$ cat config.mk
export PLATFORM = sky130hd
export DESIGN_NAME = scroll_display_driver
export DESIGN_NICKNAME = d
export VERILOG_FILES = /design/src/rtl/disp_pkg.sv /design/src/rtl/scroll_display_driver_base.sv /design/src/rtl/scroll_display_driver.sv
export SDC_FILE = /design/constraint.sdc
export NUM_CORES = 1
export LEC_CHECK = 0
export ABC_CLOCK_PERIOD_IN_PS = 7800
export BUFFER_PORTS_ARGS = -buffer_cell sky130_fd_sc_hd__buf_2
export CAP_MARGIN = 25
export CORE_MARGIN = 3
export CORE_UTILIZATION = 44
export CTS_CLUSTER_DIAMETER = 120
export DETAILED_ROUTE_END_ITERATION = 12
export SETUP_SLACK_MARGIN = 0.2
export SKIP_LAST_GASP = 1
export SLEW_MARGIN = 20
export SYNTH_ARGS = -nofsm -noshare
export SYNTH_HDL_FRONTEND = slang
export SYNTH_HIERARCHICAL = 1
export SYNTH_SLANG_ARGS = --single-unit
$ cat constraint.sdc
create_clock -name clk -period 7.8 [get_ports clk]
set_clock_uncertainty 0.05 [all_clocks]
set_input_delay 1.17 -clock clk [delete_from_list [all_inputs] [get_ports clk]]
set_output_delay 1.17 -clock clk [all_outputs]
set_load 0.01 [all_outputs]
$ cat src/rtl/disp_pkg.sv
// Shared types, default configuration and helper functions for the scrolling
// display driver. Optional brightness dimming is enabled with DISPLAY_DIM_EN.
package disp_pkg;

  localparam int DEF_NUM_DIGITS   = 4;
  localparam int DEF_CHAR_W       = 4;
  localparam int DEF_MSG_DEPTH    = 16;
  localparam int DEF_SLOT_CYCLES  = 4;
  localparam int DEF_GUARD_CYCLES = 2;
  localparam int DEF_SCROLL_DIV_W = 10;

  typedef logic [DEF_CHAR_W-1:0] char_t;

  // Address width that stays legal for a single-entry message RAM.
  function automatic int addr_bits(input int depth);
    return (depth > 1) ? $clog2(depth) : 1;
  endfunction

  // One scroll step modulo the message depth, wrapping in either direction.
  function automatic int unsigned step_mod(input int unsigned cur, input logic dir,
                                           input int unsigned depth);
    if (dir) begin
      return (cur == 0) ? depth - 1 : cur - 1;
    end else begin
      return (cur == depth - 1) ? 0 : cur + 1;
    end
  endfunction

  localparam int ACTIVE_CYCLES = DEF_SLOT_CYCLES - 1 - DEF_GUARD_CYCLES;
  localparam int FRAME_CYCLES  = DEF_NUM_DIGITS * DEF_SLOT_CYCLES;
  localparam int ADDR_W        = addr_bits(DEF_MSG_DEPTH);

endpackage

$ cat src/rtl/scroll_display_driver_base.sv
// Scroll divider and message base pointer: ticks accumulate in a pending base
// which is committed only on a frame boundary so no frame mixes two bases.
module scroll_base_ctrl
  import disp_pkg::*;
#(
  parameter int MSG_DEPTH    = DEF_MSG_DEPTH,
  parameter int SCROLL_DIV_W = DEF_SCROLL_DIV_W,
  parameter int AW           = addr_bits(DEF_MSG_DEPTH)
) (
  input  logic          clk,
  input  logic          rst,
  input  logic          scroll_en,
  input  logic          scroll_dir,
  input  logic          boundary,
  output logic [AW-1:0] cur_base
);

  logic [SCROLL_DIV_W-1:0] div_r;
  logic [AW-1:0]           pend_r;
  logic [AW-1:0]           base_r;
  logic                    tick_s;
  logic [AW-1:0]           pend_nxt_s;

  // Tick on the divider wrap; a tick coinciding with a frame boundary is seen by that frame.
  always_comb begin
    tick_s = scroll_en && (&div_r);
    if (tick_s) begin
      pend_nxt_s = AW'(step_mod(int'(pend_r), scroll_dir, MSG_DEPTH));
    end else begin
      pend_nxt_s = pend_r;
    end
    cur_base = boundary ? pend_nxt_s : base_r;
  end

  // Divider, pending base and committed base registers.
  always_ff @(posedge clk or posedge rst) begin
    if (rst) begin
      div_r  <= '0;
      pend_r <= '0;
      base_r <= '0;
    end else begin
      if (scroll_en) begin
        div_r <= div_r + SCROLL_DIV_W'(1);
      end
      pend_r <= pend_nxt_s;
      if (boundary) begin
        base_r <= pend_nxt_s;
      end
    end
  end

endmodule

$ cat src/rtl/scroll_display_driver.sv
// Multiplexed 7-seg anode/character driver with a writable scrolling message RAM.
// Define DISPLAY_DIM_EN to add the dim input that shortens the lit window.
module scroll_display_driver
  import disp_pkg::*;
#(
  parameter int NUM_DIGITS   = DEF_NUM_DIGITS,
  parameter int CHAR_W       = DEF_CHAR_W,
  parameter int MSG_DEPTH    = DEF_MSG_DEPTH,
  parameter int SLOT_CYCLES  = DEF_SLOT_CYCLES,
  parameter int GUARD_CYCLES = DEF_GUARD_CYCLES,
  parameter int SCROLL_DIV_W = DEF_SCROLL_DIV_W
) (
  input  logic                            clk,
  input  logic                            SYNC_DEBNC_RST,
  input  logic                            scroll_en,
  input  logic                            scroll_dir,
  input  logic                            wr_en,
  input  logic [addr_bits(MSG_DEPTH)-1:0] wr_addr,
  input  logic [CHAR_W-1:0]               wr_data,
`ifdef DISPLAY_DIM_EN
  input  logic [$clog2(SLOT_CYCLES):0]    dim,
`endif
  output logic [NUM_DIGITS-1:0]           an,
  output logic [CHAR_W-1:0]               char,
  output logic                            frame_start
);

  localparam int ACT_LEN = SLOT_CYCLES - 1 - GUARD_CYCLES;
  localparam int AW      = addr_bits(MSG_DEPTH);
  localparam int AW1     = AW + 1;
  localparam int KW      = $clog2(SLOT_CYCLES);
  localparam int DW      = (NUM_DIGITS > 1) ? $clog2(NUM_DIGITS) : 1;

  logic [KW-1:0]         k_r;
  logic [DW-1:0]         dig_r;
  logic [CHAR_W-1:0]     msg_r [MSG_DEPTH];
  logic [NUM_DIGITS-1:0] an_r;
  logic [CHAR_W-1:0]     char_r;
  logic                  fs_r;
  logic                  boundary_s;
  logic                  lit_s;
  logic [AW-1:0]         cur_base_s;
  logic [AW:0]           addr_sum_s;
  logic [AW-1:0]         rd_addr_s;
`ifdef DISPLAY_DIM_EN
  logic [KW:0]           dim_r;
`endif

  scroll_base_ctrl #(
    .MSG_DEPTH    (MSG_DEPTH),
    .SCROLL_DIV_W (SCROLL_DIV_W),
    .AW           (AW)
  ) u_base (
    .clk        (clk),
    .rst        (SYNC_DEBNC_RST),
    .scroll_en  (scroll_en),
    .scroll_dir (scroll_dir),
    .boundary   (boundary_s),
    .cur_base   (cur_base_s)
  );

  // Slot decode and message read address (base+digit folded back into range).
  always_comb begin
    boundary_s = (k_r == KW'(0)) && (dig_r == DW'(NUM_DIGITS - 1));
    lit_s      = (k_r != KW'(0)) && (k_r <= KW'(ACT_LEN));
`ifdef DISPLAY_DIM_EN
    lit_s      = lit_s && ({1'b0, k_r} <= dim_r);
`endif
    addr_sum_s = {1'b0, cur_base_s} + AW1'(dig_r);
    if (addr_sum_s >= AW1'(MSG_DEPTH)) begin
      rd_addr_s = AW'(addr_sum_s - AW1'(MSG_DEPTH));
    end else begin
      rd_addr_s = AW'(addr_sum_s);
    end
  end

  // Slot sequencer and registered display outputs; char only changes while all anodes are off.
  always_ff @(posedge clk or posedge SYNC_DEBNC_RST) begin
    if (SYNC_DEBNC_RST) begin
      k_r    <= '0;
      dig_r  <= DW'(NUM_DIGITS - 1);
      an_r   <= {NUM_DIGITS{1'b1}};
      char_r <= '0;
      fs_r   <= 1'b0;
`ifdef DISPLAY_DIM_EN
      dim_r  <= '0;
`endif
    end else begin
      if (k_r == KW'(SLOT_CYCLES - 1)) begin
        k_r   <= '0;
        dig_r <= (dig_r == DW'(0)) ? DW'(NUM_DIGITS - 1) : dig_r - DW'(1);
      end else begin
        k_r <= k_r + KW'(1);
      end
      if (k_r == KW'(0)) begin
        char_r <= msg_r[rd_addr_s];
`ifdef DISPLAY_DIM_EN
        dim_r  <= dim;
`endif
      end
      an_r <= lit_s ? ~(NUM_DIGITS'(1) << dig_r) : {NUM_DIGITS{1'b1}};
      fs_r <= boundary_s;
    end
  end

  // Message RAM; the read above samples the old contents on a same-cycle write.
  always_ff @(posedge clk or posedge SYNC_DEBNC_RST) begin
    if (SYNC_DEBNC_RST) begin
      for (int i = 0; i < MSG_DEPTH; i++) begin
        msg_r[i] <= CHAR_W'(i);
      end
    end else begin
      if (wr_en && ({1'b0, wr_addr} < AW1'(MSG_DEPTH))) begin
        msg_r[wr_addr] <= wr_data;
      end
    end
  end

  assign an          = an_r;
  assign char        = char_r;
  assign frame_start = fs_r;

endmodule

==> metrics.md, run 1 <==
| Metric | Value |
|---|---|
| CTS Buf Count | 9 |
| First-pass GRT wire length | 14.3 mm |
| Largest net degree at the start of global routing | 78 |
| CP bufs+invs | 2 |
| Crit path max fanout | 24 |
| Syn avg cell area | 14.0 um^2 |
| Worst skew pair latency | 0.36 ns |
| Final ANT Viol Nets | 0 |
| Ant diodes | 0 |
| Crit path required time | 7.98 ns |
| Final hold viol count | 0 |
| Vias | 2634 |
| Worst slew pin tran | 0.750 ns |
| Clock buffer depth | 2 |
| Reg clk slew, reported paths | 0.09 ns |
| RSZ-0062 raised after global routing | no |
| DR iter-0 viols | 67 |
| Die Ht | 108 um |
| P&R area growth vs syn | 10.4% |
| Leakage | 0.00214 uW |
| Worst path arrival time | 4.45 ns |
| CP cell instances | buf_2 > nand4_4 > nor4_4 > a31oi_1 > mux2_2 > ha_1 > fa_1 > buf_4 > mux2_1 > mux4_2 > o211ai_1 > o221ai_2 |
| Initial antenna violation count | 0 |
| Yosys warnings | 6 |
| HPWL reported at the end of detailed placement | 6.04 mm |
| Routability-driven placement congestion ratio | 0.832 |
| Rows | 36 |
| Syn_nets | 355 |
| H-Tree Depth | 3 |
| DP Area | 4840 um^2 |
| Max Cap Viol | 0 |
| Crit path largest cell delay | 0.48 ns |
| Dominant cell type by area after synthesis | dfrtp_1 |
| CP max-delay cell | fa_1 |
| Endpoint type of the worst setup path | flip-flop |
| F_max | 0.234 GHz |
| Width of the die | 108 um |
| # fillers | 867 |
| Final Cycle Share | 54.8% |
| Vias per inst | 5.33 |
| Number of synthesized register bits | 95 |
| Share of layout cells above drive strength 1 | 44.6% |
| Status | finished clean |
| Top-area cell type share of the netlist area | 31.0% |
| Mapped Area | 4610 um^2 |
| Critical Path Start Type | input pin |
| Area contributors post-synth | dfrtp_1 31%, dfstp_2 22%, mux2_2 15% |
| Pwr Density | 246 nW/um^2 |
| Sink Count | 95 |
| Final Max Slew Viols | 0 |
| Final WL | 8.53 mm |
| Worst VDD drop | 144 uV |
| GRT Overall Usage | 16.0% |
| Part of the Yosys area used for sequential elements | 52.6% |
| Initial DRT Pass Iterations | 4 |
| Core ar. | 9950 um^2 |
| Port Buffers | 21 |
| Final Cell Area | 5090 um^2 |
| Worst Hold Class | reg -> reg |
| Setup tns final | 0 ns |
| Die area | 11700 um^2 |
| Remaining Overflow, GRT | 0 |
| Vias in the first global route | 2745 |
| Starting Density | 46.3% |
| Root Driver | clkbuf_8 |
| Syn Inst Count | 329 |
| Setup bufs post-CTS | 0 |
| Endpoints failing setup | 0 |
| CTS tree | yes |
| Register area | 2420 um^2 |
| Distinct cell type count after synthesis | 42 |
| Final min period | 4.27 ns |
| PostCTS Resize Cnt | 0 |
| IO Count | 22 |
| CP top delay family | multiplexers |
| Number of remaining DRC errors | 0 |
| Layout Nets | 382 |
| Rel. slew slack | 49.8% |
| WS Path Type | in -> reg |
| DR WL/cell | 17.3 um |
| Multi-input logic area | 2050 um^2 |
| Post-CTS Hold Fix Bufs | 0 |
## synthesized netlist by cell type
| master | number |
|---|---|
| nand3_1 | 1 |
| o21a_1 | 1 |
| a21oi_1 | 5 |
| a31oi_1 | 2 |
| nand4_4 | 1 |
| nor3b_1 | 1 |
| or3b_1 | 1 |
| dfstp_2 | 38 |
| nand4_1 | 3 |
| mux2_2 | 60 |
| and2_1 | 1 |
| nor2b_1 | 1 |
| nand4b_1 | 1 |
| inv_1 | 18 |
| xnor2_2 | 1 |
| xnor2_1 | 8 |
| dfrtp_1 | 57 |
| buf_6 | 3 |
| ha_1 | 12 |
| inv_4 | 1 |
| xor2_1 | 4 |
| nor3_1 | 1 |
| o21ai_0 | 4 |
| nor2_1 | 19 |
| o221ai_2 | 4 |
| mux2_1 | 23 |
| o211ai_2 | 1 |
| nor4_4 | 1 |
| mux2_4 | 1 |
| nand3b_1 | 2 |
| mux2i_1 | 4 |
| nand2_1 | 14 |
| o41ai_1 | 1 |
| clkbuf_1 | 5 |
| o211ai_1 | 4 |
| nor4_1 | 1 |
| nor4b_1 | 1 |
| nand2b_1 | 6 |
| fa_1 | 1 |
| mux4_2 | 12 |
| or3_1 | 3 |
| o21bai_1 | 1 |
## path summary, 6_finish.rpt
| kind | from | end | slack, ns | depth (start not counted) |
|---|---|---|---|---|
| worst min register to register | k_r[0] | k_r[0] | 0.44 | 1 |
| min in group asynchronous | SYNC_DEBNC_RST | k_r[1] | 0.86 | 3 |
| worst max-delay path | scroll_en | char[1] | 3.53 | 12 |
| worst max register to register | k_r[0] | char[1] | 3.78 | 11 |
| max in group asynchronous | SYNC_DEBNC_RST | msg_r[17] | 6.20 | 4 |
| worst min-delay path | k_r[0] | k_r[0] | 0.44 | 1 |
## through the flow
step	total power, uW	setup slack, ns	std cells	utilization (%)	hold WS, ns
2_1_floorplan	832	3.67	329	-	0.396
3_3_place_gp	885	3.15	477	48.6	0.422
3_5_place_dp	893	3.11	477	48.6	0.429
4_1_cts	1270	3.51	493	50.9	0.446
5_1_grt	1320	3.37	494	51.1	0.460
6_report	1250	3.53	494	51.1	0.436
## worst register-to-register path, stage by stage (launching register included)
cell,delay [ns]
dfrtp_1,0.42
inv_1,0.07
ha_1,0.46
and2_1,0.34
mux2_2,0.38
ha_1,0.21
fa_1,0.48
buf_4,0.34
mux2_1,0.41
mux4_2,0.46
o211ai_1,0.15
o221ai_2,0.12
## final cells by class
cell class / count / share of cell area [%]
inverters: 19 / 1.45
multi-input cells: 207 / 40.4
flip-flops and latches: 95 / 47.7
well taps: 133 / 3.27
clock inverters: 7 / 2.02
repair buffers: 24 / 2.76
clock buffers: 9 / 2.44
## registers in the layout, summed over array words and instances (netlist names), 2 cells and up
name           flops
msg_r             64
u_base/div_r      10
an                 4
char               4
u_base/base_r      4
u_base/pend_r      4
dig_r              2
k_r                2
## layout by cell type (no fill, tap or decap), types with 2 or more instances in the layout
cell / netlist / final
dfrtp_1: 57 / 57
xnor2_1: 8 / 8
clkbuf_8: 0 / 9
mux2i_1: 4 / 4
xor2_1: 4 / 4
or3_1: 3 / 3
mux4_2: 12 / 12
ha_1: 12 / 12
inv_6: 0 / 3
nand2_1: 14 / 14
nand3b_1: 2 / 2
o221ai_2: 4 / 4
bufinv_16: 0 / 2
o211ai_1: 4 / 4
mux2_2: 60 / 60
a31oi_1: 2 / 2
inv_1: 18 / 17
nand2b_1: 6 / 6
buf_2: 0 / 21
nor2_1: 19 / 19
dfstp_2: 38 / 38
mux2_1: 23 / 23
a21oi_1: 5 / 5
buf_4: 0 / 2
nand4_1: 3 / 3
o21ai_0: 4 / 4
## report_power, final
part	internal [uW]	total (uW)	switching, uW
combinational	122	197	75.7
sequential	620	684	64.6
clock	186	367	181
## kinds of logic after synthesis
group | Yosys count | synth area share (%)
AO/OA/AOI/OAI | 23 | 3.99
XOR/XNOR | 13 | 2.64
adder cells (fa/ha/maj) | 13 | 3.69
buffers and inverters | 27 | 2.74
flip-flops | 95 | 52.6
multiplexers | 100 | 27.4
AND/OR/NAND/NOR | 58 | 6.93
## routing by layer
metal	part of all wire, %	wire, um	vias up	GRT usage (%)
met5	0	0	-	0
met4	1.3	115	0	4.78
met3	3.2	273	10	3.28
met2	48	4110	42	25.8
met1	47	4030	1346	21.9
li1	-	-	1236	-
(Power assumes the default switching activity.)
==> inputs of run 2 (changes only) <==
--- a/config.mk
+++ b/config.mk
@@ -5,7 +5,7 @@
 export SDC_FILE = /design/constraint.sdc
 export NUM_CORES = 1
 export LEC_CHECK = 0
-export ABC_CLOCK_PERIOD_IN_PS = 7800
+export ABC_CLOCK_PERIOD_IN_PS = 3800
 export BUFFER_PORTS_ARGS = -buffer_cell sky130_fd_sc_hd__buf_2
 export CAP_MARGIN = 25
 export CORE_MARGIN = 3
==> constraint.sdc (replaced) <==
create_clock -name clk -period 3.8 [get_ports clk]
set_clock_uncertainty 0.05 [all_clocks]
set_input_delay 0.57 -clock clk [delete_from_list [all_inputs] [get_ports clk]]
set_output_delay 0.57 -clock clk [all_outputs]
set_load 0.01 [all_outputs]
==> run 2 against run 1 <==
- global-route usage rose by 1.1 points
- largest power group unchanged
- setup slack lost 3.3 ns
- final area up 8.3%
- critical endpoint unchanged
- utilization increased by 4.2 points
- final cell count up 6.3%
==> metrics.md, run 2 (synthesis gave the netlist of run 1 again) <==
| Metric | Value |
|---|---|
| Largest register FFs | 64 (unchanged) |
| Clk pwr share | 28.4% (was 29.4%) |
| Vias per inst | 5.32 (was 5.33) |
| Final Worst Setup Slack | 0.227 ns (was 3.53 ns) |
| Crit path launch | u_base/div_r[0] (was scroll_en) |
| Final Cycle Share | 94.0% |
| Die Ht | 108 um (unchanged) |
| Post-CTS Hold Fix Bufs | 0 (unchanged) |
| Endpoint type of the worst setup path | flip-flop (unchanged) |
| Reg2Reg Launch Point | u_base/div_r[0] (was k_r[0]) |
| Largest net degree at the start of global routing | 53 (was 78) |
| M3 GR Usage | 2.63% (was 3.28%) |
| Met2 usage | 27.9% (was 25.8%) |
| Comb power frac | 19.3% (was 15.8%) |
| # fillers | 826 (was 867) |
| Final hold viol count | 0 (unchanged) |
| DR WL/cell | 17.8 um (was 17.3 um) |
| Worst skew pair latency | 0.35 ns (was 0.36 ns) |
| Crit path required time | 3.97 ns (was 7.98 ns) |
| DR iter-0 viols | 134 (was 67) |
| Worst slew pin tran | 0.673 ns (was 0.750 ns) |
| Register area | 2430 um^2 (was 2420 um^2) |
| Largest registers | msg_r x64, u_base/div_r x10 (unchanged) |
| Width of the die | 108 um (unchanged) |
| Endpoints failing setup | 0 (unchanged) |
| GRT Overall Usage | 17.1% (was 16.0%) |
| Setup tns final | 0 ns (unchanged) |
| Reg clk slew, reported paths | 0.09 ns (about the same) |
| CTS tree | yes (unchanged) |
| Leakage | 0.00238 uW (was 0.00214 uW) |
| Placed cells | 486 (was 477) |
| Layout Nets | 413 (was 382) |
| WS Path Type | reg -> reg (was in -> reg) |
| Total chip power | 2680 uW (was 1250 uW) |
| CTS Buf Count | 9 (unchanged) |
| Final WL | 9.35 mm (was 8.53 mm) |
| Remaining Overflow, GRT | 0 (unchanged) |
| Ant diodes | 0 (unchanged) |
| H-Tree Depth | 3 (unchanged) |
| HPWL reported at the end of detailed placement | 6.29 mm (was 6.04 mm) |
| Worst VDD drop | 240 uV (was 144 uV) |
| Internal | 2010 uW (was 927 uW) |
| Initial DRT Pass Iterations | 4 (unchanged) |
| Post-Layout Cell Count | 525 (was 494) |
| Rows | 36 (unchanged) |
| Vias in the first global route | 2900 (was 2745) |
| Clock buffer depth | 2 (unchanged) |
| Multi-input logic area | 2160 um^2 (was 2050 um^2) |
| Commonest non-fill, non-tap cell in the layout | mux2_2 (unchanged) |
| Dpl ws | 0.0736 ns (was 3.11 ns) |
| Max Cap Viol | 0 (unchanged) |
| Initial antenna violation count | 0 (unchanged) |
| First-pass GRT wire length | 15.2 mm (was 14.3 mm) |
| Share of layout cells above drive strength 1 | 54.1% (was 44.6%) |
| Number of remaining DRC errors | 0 (unchanged) |
| F_max | 0.280 GHz |
| Die area | 11700 um^2 (unchanged) |
| Met1 usage | 23.2% (was 21.9%) |
| Status | finished clean (unchanged) |
| Net Switching | 667 uW (was 322 uW) |
| Final ANT Viol Nets | 0 (unchanged) |
| Crit path max fanout | 6 (was 24) |
| Reg with most FFs | msg_r (unchanged) |
| Layer carrying the most global-route usage | met2 (unchanged) |
| Sink Count | 95 (unchanged) |
| Root Driver | clkbuf_8 (unchanged) |
| Net Sw Frac | 24.9% (was 25.8%) |
| P&R area growth vs syn | 19.6% (was 10.4%) |
| Port Buffers | 21 (unchanged) |
| Final min period | 3.57 ns |
| Final Max Slew Viols | 0 (unchanged) |
| RSZ-0062 raised after global routing | yes (was no) |
| Pwr Density | 486 nW/um^2 (was 246 nW/um^2) |
| Starting Density | 46.3% (unchanged) |
| Leading cell types in the layout, fill and taps excluded | 57 x mux2_2, 56 x dfrtp_1, 38 x dfstp_2 (was 60 x mux2_2, 57 x dfrtp_1, 38 x dfstp_2) |
| Vias | 2794 (was 2634) |
| Routability-driven placement congestion ratio | 0.759 (was 0.832) |
| Seq pwr share | 52.3% (was 54.8%) |
| Hold_ws | 0.208 ns (was 0.436 ns) |
| Worst path arrival time | 3.75 ns (was 4.45 ns) |
| Core ar. | 9950 um^2 (unchanged) |
| IO Count | 22 (unchanged) |
| Rel. slew slack | 55.1% (was 49.8%) |
| Critical Path Start Type | flip-flop (was input pin) |
| Worst Hold Class | in -> async (was reg -> reg) |
==> run 2: changes by cell type in the layout (fill, tap and decap cells not counted), sizes merged <==
cell	delta
clkinvlp	+1
buf	+31
inv	-3
clkbuf	+3
clkinv	-1
==> run 2: repair_timing <==
item	4_1_cts	5_1_grt
cloned	2	0
pin swaps	6	10
gates resized for setup	14	22
buffers inserted	14	7
setup endpoints to repair	4	4
==> run 2: critical path, cell delays in order, from the launching register on <==
cell	delay [ns]
dfrtp_1	0.41
ha_4	0.17
nand4_4	0.08
nor4_4	0.25
buf_4	0.17
a31oi_4	0.07
mux2_4	0.29
ha_4	0.17
fa_2	0.54
buf_4	0.12
buf_12	0.12
mux2_4	0.30
mux4_2	0.48
o211ai_1	0.11
o221ai_2	0.11
==> run 2: worst paths after layout <==
path                                        end  slack [ns]  depth (start not counted)
worst max-delay path                    char[1]        0.23                         14
worst min-delay path                  msg_r[44]        0.21                          2
worst max register to register          char[1]        0.23                         14
worst min register to register  u_base/div_r[7]        0.44                          1
max in group asynchronous             msg_r[39]        2.44                          3
min in group clk                u_base/div_r[7]        0.44                          1
==> run 2: per-stage QoR <==
stage | area, um^2 | util [%]
after floorplan | 4610 | -
after global placement | 4930 | 49.5
after detailed placement | 4930 | 49.5
after CTS | 5380 | 54.0
after global routing | 5510 | 55.3
final | 5510 | 55.3
==> run 2: final cells by class <==
type / instances / share of cell area [%]
Clock buffer: 12 / 2.84
Clock inverter: 4 / 1.39
Inverter: 19 / 1.34
Multi-Input combinational cell: 207 / 39.3
Sequential cell: 95 / 44.0
Tap cell: 133 / 3.02
Timing Repair Buffer: 55 / 8.09
==> run 2: routing by layer <==
layer / vias to the layer above / part of all wire [%]
met5: - / 0
met4: 0 / 1.4
met3: 8 / 2.1
met2: 31 / 50
met1: 1461 / 47
li1: 1294 / -
==> run 2: power groups by stage <==
stage	Combinational (uW)	Clock, uW	Sequential (uW)
after CTS	480	792	1400
final	517	762	1400
after global routing	568	816	1420
after floorplan	328	0	1380
after detailed placement	418	0	1420
after global placement	401	0	1420
==> inputs of run 3 (changes only) <==
--- a/config.mk
+++ b/config.mk
@@ -12,7 +12,7 @@
 export CORE_UTILIZATION = 44
 export CTS_CLUSTER_DIAMETER = 120
 export DETAILED_ROUTE_END_ITERATION = 12
-export SETUP_SLACK_MARGIN = 0.2
+export SETUP_SLACK_MARGIN = 0.3
 export SKIP_LAST_GASP = 1
 export SLEW_MARGIN = 20
 export SYNTH_ARGS = -nofsm -noshare
==> run 3 against run 2 <==
- worst hold slack better by 0.022 ns
- final cell count down 0.38%
- first-iteration DRC count down 37%
- highest routed layer unchanged
- utilization down 0.98 points
- critical endpoint is now char[2]
- maximum frequency down 1.2%
- flip-flop and latch count unchanged
- routed wire length down 2.5%
==> metrics.md, run 3 (synthesis gave the netlist of run 1 again) <==
| Metric | Value |
|---|---|
| DR WL/cell | 17.4 um (was 17.8 um) |
| Crit path required time | 3.97 ns (about the same) |
| HPWL reported at the end of detailed placement | 6.23 mm (was 6.29 mm) |
| Final Max Slew Viols | 0 (unchanged) |
| Initial DRT Pass Iterations | 4 (unchanged) |
| RSZ-0062 raised after global routing | yes (unchanged) |
| Seq pwr share | 56.0% (was 52.3%) |
| First-pass GRT wire length | 15.2 mm (about the same) |
| F_max | 0.277 GHz (was 0.280 GHz) |
| WS Path Type | reg -> reg (unchanged) |
| Ant diodes | 0 (unchanged) |
| Placed cells | 483 (was 486) |
| Commonest non-fill, non-tap cell in the layout | mux2_2 (unchanged) |
| CP cell instances | ha_4 > nand4_4 > nor4_4 > a31oi_2 > mux2_4 > ha_4 > fa_2 > buf_12 > buf_16 > mux2_4 > mux4_2 > o211ai_1 > o221ai_2 (was ha_4 > nand4_4 > nor4_4 > buf_4 > a31oi_4 > mux2_4 > ha_4 > fa_2 > buf_4 > buf_12 > mux2_4 > mux4_2 > o211ai_1 > o221ai_2) |
| Vias | 2752 (was 2794) |
| Final min period | 3.62 ns (was 3.57 ns) |
| CTS tree | yes (unchanged) |
| Net Switching | 676 uW (was 667 uW) |
| Net Sw Frac | 26.8% (was 24.9%) |
| Internal | 1840 uW (was 2010 uW) |
| Final Cycle Share | 95.1% (was 94.0%) |
| GRT Overall Usage | 17.0% (was 17.1%) |
| Share of layout cells above drive strength 1 | 52.8% (was 54.1%) |
| Clock buffer depth | 2 (unchanged) |
| CP bufs+invs | 2 (was 3) |
| Leakage | 0.00234 uW (was 0.00238 uW) |
| Leading cell types in the layout, fill and taps excluded | 57 x mux2_2, 55 x dfrtp_1, 38 x dfstp_2 (was 57 x mux2_2, 56 x dfrtp_1, 38 x dfstp_2) |
| Vias in the first global route | 2825 (was 2900) |
| Total chip power | 2520 uW (was 2680 uW) |
| Worst path arrival time | 3.79 ns (was 3.75 ns) |
| Width of the die | 108 um (unchanged) |
| Initial antenna violation count | 0 (unchanged) |
| Setup tns final | 0 ns (unchanged) |
| Final Core Density | 54.4% (was 55.3%) |
| R2R Setup Slk | 0.18 ns (was 0.23 ns) |
| Final WL | 9.11 mm (was 9.35 mm) |
| Sink Count | 95 (unchanged) |
| P&R area growth vs syn | 17.5% (was 19.6%) |
| Worst Hold Class | in -> async (unchanged) |
| Starting Density | 46.3% (unchanged) |
| Crit path max fanout | 6 (unchanged) |
| IO Count | 22 (unchanged) |
| Comb power frac | 20.2% (was 19.3%) |
| Status | finished clean (unchanged) |
| RR Endpoint | char[2] (was char[1]) |
| Rows | 36 (unchanged) |
| Endpoint type of the worst setup path | flip-flop (unchanged) |
| Layout Nets | 411 (was 413) |
| Port Buffers | 21 (unchanged) |
| Post-CTS Hold Fix Bufs | 0 (unchanged) |
| Critical Path Start Type | flip-flop (unchanged) |
| Number of remaining DRC errors | 0 (unchanged) |
| CP max-delay cell | fa_2 (unchanged) |
| Die Ht | 108 um (unchanged) |
| Worst slew pin tran | 0.681 ns (was 0.673 ns) |
| Root Driver | clkbuf_8 (unchanged) |
| DR iter-0 viols | 85 (was 134) |
| R2R depth | 13 (was 14) |
| Worst skew pair latency | 0.35 ns (about the same) |
| Vias per inst | 5.26 (was 5.32) |
| Rel. slew slack | 54.6% (was 55.1%) |
| Largest register FFs | 64 (unchanged) |
| Remaining Overflow, GRT | 0 (unchanged) |
| Reg clk slew, reported paths | 0.09 ns (about the same) |
| Max Cap Viol | 0 (unchanged) |
| H-Tree Depth | 3 (unchanged) |
| CTS Buf Count | 9 (unchanged) |
| Endpoints failing setup | 0 (unchanged) |
| CP top delay family | multiplexers (unchanged) |
| Largest net degree at the start of global routing | 51 (was 53) |
| Die area | 11700 um^2 (unchanged) |
| Largest registers | msg_r x64, u_base/div_r x10 (unchanged) |
| Final ANT Viol Nets | 0 (unchanged) |
| Core ar. | 9950 um^2 (unchanged) |
| Crit path largest cell delay | 0.62 ns (was 0.54 ns) |
| Post-Layout Cell Count | 523 (was 525) |
| Final hold viol count | 0 (unchanged) |
| Routability-driven placement congestion ratio | 0.799 (was 0.759) |
| Reg with most FFs | msg_r (unchanged) |
| Clk pwr share | 23.8% (was 28.4%) |
| Pwr Density | 465 nW/um^2 (was 486 nW/um^2) |
| Worst VDD drop | 234 uV (was 240 uV) |
| Reg2Reg Launch Point | u_base/div_r[0] (unchanged) |
[run 3: cell count changes in the layout (fill, tap and decap cells not counted), moves of 2 or more]
cell / before / now
buf_6: 2 / 0
bufinv_16: 2 / 0
mux2_4: 16 / 13
clkinv_4: 0 / 2
mux2_1: 11 / 14
mux2i_1: 2 / 4
mux2i_2: 2 / 0
[run 3: per-layer routing]
| layer | track usage, % | vias up | part of all wire (%) |
|---|---|---|---|
| li1 | - | 1288 | - |
| met1 | 24.1 | 1423 | 48 |
| met2 | 27.3 | 35 | 48 |
| met3 | 2.63 | 6 | 2.8 |
| met4 | 5.14 | 0 | 0.95 |
| met5 | 0 | - | 0 |
[run 3: area by class of cell]
| type | count | area [um^2] |
|---|---|---|
| inverters | 19 | 73.8 |
| flip-flops and latches | 95 | 2430 |
| multi-input cells | 207 | 2130 |
| clock buffers | 10 | 128 |
| clock inverters | 6 | 46.3 |
| fillers | 831 | 4540 |
| repair buffers | 53 | 435 |
| well taps | 133 | 166 |
[run 3: power groups by stage]
stage               combinational [uW]  sequential (uW)  clock, uW
finish                             509             1410        600
global route                       562             1430        661
CTS                                456             1410        617
detailed placement                 415             1420          0
global placement                   397             1430          0
floorplan                          328             1380          0
[run 3: worst min-delay path, delay by kind of cell]
family,cells,cell delay [ns]
buf+inv,3,0.47
[run 3: repair_timing]
item                                    in CTS  in global routing
setup buffers                               11                 11
endpoints found under the setup margin       4                  4
cloned                                       2                  0
pin swaps                                    7                  6
gates resized for setup                     11                 13
[run 3: worst max-delay path by stage]
stage	startpoint	to	slack (ns)	cells after the start
4_1_cts	u_base/div_r[1]	char[1]	0.10	13
5_1_grt	u_base/div_r[0]	char[1]	0.02	13
3_5_place_dp	scroll_en	char[3]	0.02	12
3_3_place_gp	scroll_en	char[0]	0.09	12
2_1_floorplan	k_r[0]	char[1]	0.30	13
6_report	u_base/div_r[0]	char[2]	0.18	13
[run 3: metrics by stage]
stage | setup WS (ns) | instance area [um^2] | hold WS (ns)
detailed placement | 0.0184 | 4910 | 0.415
global route | 0.0214 | 5410 | 0.255
floorplan | 0.300 | 4610 | 0.396
finish | 0.184 | 5410 | 0.230
CTS | 0.104 | 5290 | 0.234
global placement | 0.0908 | 4910 | 0.417
